[src/rtl/pipe_stage_buf_if.sv]
// Valid/ready stream bundle for pipe_stage_buf: upstream beat in, head beat out.
// master drives the stream into the stage and consumes its output; slave is the stage.
interface pipe_stage_buf_if #(
  parameter int unsigned DATA_W = 32,
  parameter int unsigned LANES  = 2
);
  logic                    in_valid;
  logic                    in_ready;
  logic [LANES*DATA_W-1:0] in_data;
  logic                    out_valid;
  logic                    out_ready;
  logic [LANES*DATA_W-1:0] out_data;

  modport master (
    output in_valid, in_data, out_ready,
    input  in_ready, out_valid, out_data
  );

  modport slave (
    input  in_valid, in_data, out_ready,
    output in_ready, out_valid, out_data
  );
endinterface

[src/rtl/pipe_stage_buf.sv]
// Pipeline boundary register: single entry (MODE 0) or two-entry skid buffer (MODE 1),
// with synchronous flush and a saturating count of squashed beats.
module pipe_stage_buf #(
  parameter int unsigned DATA_W = 32,
  parameter int unsigned LANES  = 2,
  parameter int unsigned MODE   = 0,
  parameter int unsigned CNT_W  = 16
) (
  input  logic             clk,
  input  logic             rst,
  input  logic             flush,
  pipe_stage_buf_if.slave  bus,
  output logic [1:0]       occupancy,
  output logic [CNT_W-1:0] drop_cnt
);
  localparam int unsigned W = LANES * DATA_W;

  typedef enum logic [1:0] {StEmpty = 2'd0, StOne = 2'd1, StTwo = 2'd2} state_e;

  state_e           state_q, state_d;
  logic [W-1:0]     main_q, main_d;
  logic [W-1:0]     skid_q, skid_d;
  logic             in_ready_q, in_ready_d;
  logic [CNT_W-1:0] drop_q, drop_d;
  logic             in_ready, accept, emit;
  logic [1:0]       drop_inc;
  logic [CNT_W:0]   drop_sum;

  // MODE 0 never reaches StTwo, so both modes share one state machine.
  assign in_ready  = (MODE == 0) ? (bus.out_ready || (state_q == StEmpty)) : in_ready_q;
  assign accept    = bus.in_valid && in_ready;
  assign emit      = (state_q != StEmpty) && bus.out_ready;
  assign occupancy = state_q;

  assign bus.in_ready  = in_ready;
  assign bus.out_valid = (state_q != StEmpty);
  assign bus.out_data  = main_q;
  assign drop_cnt      = drop_q;

  always_comb begin
    state_d  = state_q;
    main_d   = main_q;
    skid_d   = skid_q;
    drop_inc = 2'd0;
    if (flush) begin
      state_d  = StEmpty;
      main_d   = '0;
      skid_d   = '0;
      // A beat leaving on this edge was delivered; only unsent holds and the new beat drop.
      drop_inc = occupancy - {1'b0, emit} + {1'b0, accept};
    end else begin
      case (state_q)
        StEmpty: begin
          if (accept) begin
            main_d  = bus.in_data;
            state_d = StOne;
          end
        end
        StOne: begin
          if (accept && emit) begin
            main_d = bus.in_data;
          end else if (accept) begin
            skid_d  = bus.in_data;
            state_d = StTwo;
          end else if (emit) begin
            state_d = StEmpty;
          end
        end
        StTwo: begin
          if (emit) begin
            main_d  = skid_q;
            state_d = StOne;
          end
        end
        default: state_d = StEmpty;
      endcase
    end

    in_ready_d = (state_d != StTwo);

    drop_sum = {1'b0, drop_q} + {{(CNT_W-1){1'b0}}, drop_inc};
    drop_d   = drop_sum[CNT_W] ? '1 : drop_sum[CNT_W-1:0];
  end

  always_ff @(posedge clk or posedge rst) begin
    if (rst) begin
      state_q    <= StEmpty;
      main_q     <= '0;
      skid_q     <= '0;
      in_ready_q <= 1'b0;
      drop_q     <= '0;
    end else begin
      state_q    <= state_d;
      main_q     <= main_d;
      skid_q     <= skid_d;
      in_ready_q <= in_ready_d;
      drop_q     <= drop_d;
    end
  end
endmodule
[src/flat_wrapper.sv]
// flat-port wrapper written by rule: the top's interface ports become plain ports
module pipe_stage_buf_flat 
#(
  parameter int unsigned DATA_W = 32,
  parameter int unsigned LANES  = 2,
  parameter int unsigned MODE   = 0,
  parameter int unsigned CNT_W  = 16
)
  (clk, rst, flush, occupancy, drop_cnt, bus_in_valid, bus_in_data, bus_out_ready, bus_in_ready, bus_out_valid, bus_out_data);
  pipe_stage_buf_if #(.DATA_W(DATA_W), .LANES(LANES)) bus_i ();
  input  logic clk;
  input  logic rst;
  input  logic flush;
  output logic [1:0] occupancy;
  output logic [CNT_W-1:0] drop_cnt;
  input wire logic [$bits(bus_i.in_valid)-1:0] bus_in_valid;
  input wire logic [$bits(bus_i.in_data)-1:0] bus_in_data;
  input wire logic [$bits(bus_i.out_ready)-1:0] bus_out_ready;
  output wire logic [$bits(bus_i.in_ready)-1:0] bus_in_ready;
  output wire logic [$bits(bus_i.out_valid)-1:0] bus_out_valid;
  output wire logic [$bits(bus_i.out_data)-1:0] bus_out_data;
  assign bus_i.in_valid = bus_in_valid;
  assign bus_i.in_data = bus_in_data;
  assign bus_i.out_ready = bus_out_ready;
  assign bus_in_ready = bus_i.in_ready;
  assign bus_out_valid = bus_i.out_valid;
  assign bus_out_data = bus_i.out_data;
  pipe_stage_buf #(.DATA_W(DATA_W), .LANES(LANES), .MODE(MODE), .CNT_W(CNT_W)) u_core (.clk(clk), .rst(rst), .flush(flush), .bus(bus_i), .occupancy(occupancy), .drop_cnt(drop_cnt));
endmodule
[config.mk]
export PLATFORM = sky130hd
export DESIGN_NAME = pipe_stage_buf_flat
export DESIGN_NICKNAME = d
export VERILOG_FILES = /design/src/rtl/pipe_stage_buf_if.sv /design/src/rtl/pipe_stage_buf.sv /design/src/flat_wrapper.sv
export SDC_FILE = /design/constraint.sdc
export NUM_CORES = 1
export LEC_CHECK = 0
export CORE_AREA = 2 2 124 126
export DETAILED_ROUTE_END_ITERATION = 8
export DIE_AREA = 0 0 126 128
export GPL_TIMING_DRIVEN = 0
export PLACE_DENSITY = 0.72
export SKIP_CTS_REPAIR_TIMING = 1
export SLEW_MARGIN = 20
export SYNTH_ARGS = -nofsm -noshare
export SYNTH_HDL_FRONTEND = slang
export SYNTH_SLANG_ARGS = --single-unit
[constraint.sdc]
create_clock -name clk -period 4.5 [get_ports clk]
set_clock_uncertainty 0.15 [all_clocks]
set_input_delay 0.45 -clock clk [delete_from_list [all_inputs] [get_ports clk]]
set_output_delay 0.45 -clock clk [all_outputs]
set_load 0.005 [all_outputs]
==> reports/metrics.csv <==
stage,metric,value,unit
pwr,cellPowerDensity,384,nW/µm²
sta,relSlewSlack,54.3,%
critical_path,critPathMaxStageDelay,530,ps
critical_path,cp_max_fo,10,
route,drtPass1Iterations,4,
route,drt-total-wl,15.2,mm
route,drtIter0Drc,249,
clock_network,cts_sinks,146,
logic_synthesis,synth_compound_area_share,6.16,%
floorplanning,start_util,43.9,%
placement,port_buffers,151,
floorplanning,std_cell_rows,45,
logic_synthesis,synthArstFlopShare,100,%
logic_synthesis,synth_cell_type_count,33,
floorplanning,fp.dieW,126,µm
sta,tightest_slew,684,ps
grt,antenna_found_initial,0,
critical_path,rr_worst_depth,13,
pwr,max-vdd-ir-drop,0.000237,V
sta,hold_violations,0,
critical_path,cp-startpoint,u_core.occupancy[1],
pwr,leakage,0.00427,µW
final_layout,n_antenna_cell,0,
logic_synthesis,synthTopCellsByCount,"dfrtp_1 (146), nand2_1 (143), a21oi_1 (68), nor2b_1 (68), mux2_4 (60)",
sta,period_needed,3630,ps
floorplanning,die_area,16100,µm²
logic_synthesis,seq_area_frac_synth,56.0,%
logic_synthesis,syn_area_per_cell,11.1,µm²
outcome,status,completed,
clock_network,cts-buffers-inserted,17,
final_layout,fillers,1237,
logic_synthesis,synthSimpleGateAreaFrac,17.1,%
min_path,hold_path.class,input port to async pin,
grt,overflow,0,
logic_synthesis,yosys_warnings,0,
critical_path,rrSetupSlack,870,ps
logic_synthesis,synthTopCellsByArea,"dfrtp_1 (56%), mux2_4 (14%), nand2_1 (8.2%), nor2b_1 (6.5%), a21oi_1 (5.2%)",
logic_synthesis,synth_top_area_share,56.0,%
logic_synthesis,synth_edf_count,0,
final_layout,syn_to_final_growth,37.6,%
clock_network,cts-root-buf,clkbuf_16,
critical_path,crit_path_end,u_core.drop_cnt[1],
route,routed_via_density,4.96,
logic_synthesis,syn_nets,661,
clock_network,htree_levels,4,
critical_path,r2r-end,u_core.drop_cnt[1],
sta,finalSetupViolations,0,
critical_path,critPathBufInv,2,
critical_path,arrival,3830,ps
grt,grt_max_degree,36,
sta,setup-tns-final,0,ps
route,route.detailed.drc,0,
grt,grt_pass1_vias,5037,
critical_path,cp.required,4700,ps
critical_path,setup.worst_path.end_class,flop,
clock_network,cts_tree,built,
final_layout,postLayoutCoreUtil,60.4,%
grt,grt.total_usage,19.5,%
logic_synthesis,synth_top_family_by_area,simple AND/OR/NAND/NOR gates,
critical_path,worst-path-stages,13,
placement,post-dp-hpwl,10.6,mm
floorplanning,io_pins,153,
sta,min_period_over_period,80.7,%
logic_synthesis,muxShareOfSynthArea,14.7,%
final_layout,drive_above_1_share,14.0,%
clock_network,path_clk_slew,60,ps
critical_path,slowest_stage,fa_1,
logic_synthesis,post-synth-top-count-cell,dfrtp_1,
placement,place_congestion,0.786,
logic_synthesis,synth-xor-area-share,1.48,%
grt,grt_pass1_wl,25.2,mm
logic_synthesis,synth_flop_cell,dfrtp_1,
route,wire_per_inst,15.8,µm
logic_synthesis,synth_largest_area_cell,dfrtp_1,
route,vias,4767,
sta,rsz0062_at_grt,false,
flow_run,drv_cap,0,
critical_path,worstSetupPathType,flop to flop,
clock_network,cts_buffer_depth,2,
critical_path,cp_top_family,simple AND/OR/NAND/NOR gates,
clock_network,clock_latency,420,ps
critical_path,crit_chain,nor2_1 > nor2b_1 > ha_1 > inv_1 > ha_1 > xnor2_1 > xnor2_1 > nand2_1 > fa_1 > nor3_2 > nand4_1 > clkbuf_1 > nand2_1,
final_layout,multi_input_area,2640,µm²
floorplanning,die_y,128,µm
final_layout,area.sequential,3650,µm²
logic_synthesis,ys_seq_elements,146,
logic_synthesis,netlist_instances,587,
critical_path,regToRegStartpoint,u_core.occupancy[1],
logic_synthesis,yosys.area_share.adder,1.07,%
logic_synthesis,syn_area,6520,µm²
critical_path,critPathLaunchType,flop,
sta,slew_violations,0,
floorplanning,core-area,14900,µm²
route,ant_nets,0,
sta,max_freq,0.276,GHz
final_layout,fin_nets,835,
## stage by stage
step	hold WS (ps)	total power (µW)	std cells	area, µm²	worst slack [ps]
final	340	3440	962	8970	870
after global routing	366	3600	962	8970	502
after CTS	343	3480	962	8970	861
after detailed placement	330	2020	930	8360	558
after global placement	321	1990	926	8270	614
after floorplan	314	1720	587	6530	1350
## layout by cell type, fill, tap and decap left out, drive strengths merged, types with 2 or more instances in the layout
master,Yosys,layout
clkdlybuf4s50,0,151
dfrtp,146,146
nand2,143,143
nor2b,68,68
a21oi,68,68
mux2,64,64
clkbuf,16,35
buf,21,25
xnor2,10,10
inv,9,8
clkinv,0,8
a31oi,5,5
nor2,4,4
ha,4,4
o21ai,4,4
nand2b,3,3
nand3,3,3
and3,3,3
clkinvlp,0,3
bufinv,0,3
nor3,3,3
and2,2,2
nor4b,2,2
## worst min-delay path by stage
stage                      startpoint                endpoint  slack, ps
6_report                          rst  u_core.bus.out_data[0]        340
5_1_grt             u_core.skid_q[34]       u_core.skid_q[34]        370
4_1_cts                           rst      u_core.drop_cnt[4]        340
3_5_place_dp   u_core.bus.out_data[4]  u_core.bus.out_data[4]        330
3_3_place_gp   u_core.bus.out_data[6]  u_core.bus.out_data[6]        320
2_1_floorplan        u_core.skid_q[0]        u_core.skid_q[0]        310
## flip-flops by register name, summed over array words and instances (netlist names)
signal / count
u_core.skid_q: 64
u_core.drop_cnt: 16
u_core.bus.out_data: 64
u_core.occupancy: 2
## routing by layer
metal / GRT usage, % / part of all wire, % / vias up
li1: - / - / 2271
met1: 26.8 / 47 / 2358
met2: 30.1 / 47 / 112
met3: 4.38 / 4.2 / 26
met4: 7.69 / 1.9 / 0
met5: 0 / 0 / -
## power breakdown
group / leakage [µW] / total (µW) / switching [µW] / internal (µW)
Sequential: 0.00195 / 1460 / 66.8 / 1390
Clock: 0.000299 / 1450 / 554 / 900
Combinational: 0.00202 / 527 / 197 / 330
Total: 0.00427 / 3440 / 817 / 2620
## worst reg2reg max path: stages (launching register included)
cell      delay (ps)
dfrtp_1          450
nor2_1           270
nor2b_1          100
ha_1             280
inv_1             40
ha_1             190
xnor2_1          170
xnor2_1          140
nand2_1          110
fa_1             540
nor3_2           460
nand4_1          250
clkbuf_1         280
nand2_1          130
## final cells by class
class / instances / share of cell area (%)
repair buffers: 155 / 17.8
clock buffers: 19 / 5.05
inverters: 9 / 0.418
multi-input cells: 395 / 29.4
clock inverters: 13 / 1.78
flip-flops and latches: 146 / 40.7
well taps: 188 / 2.62
plain buffers: 37 / 2.18
## cells by family after synthesis
group                      count (synthesis)
xor gates and xnor gates                  11
DFF                                      146
AOI/OAI and AO/OA                         78
adders and majority gates                  5
muxes                                     65
and+or+nand+nor                          236
buffers and inverters                     46
Note: power is estimated with default switching activity, not from simulation.
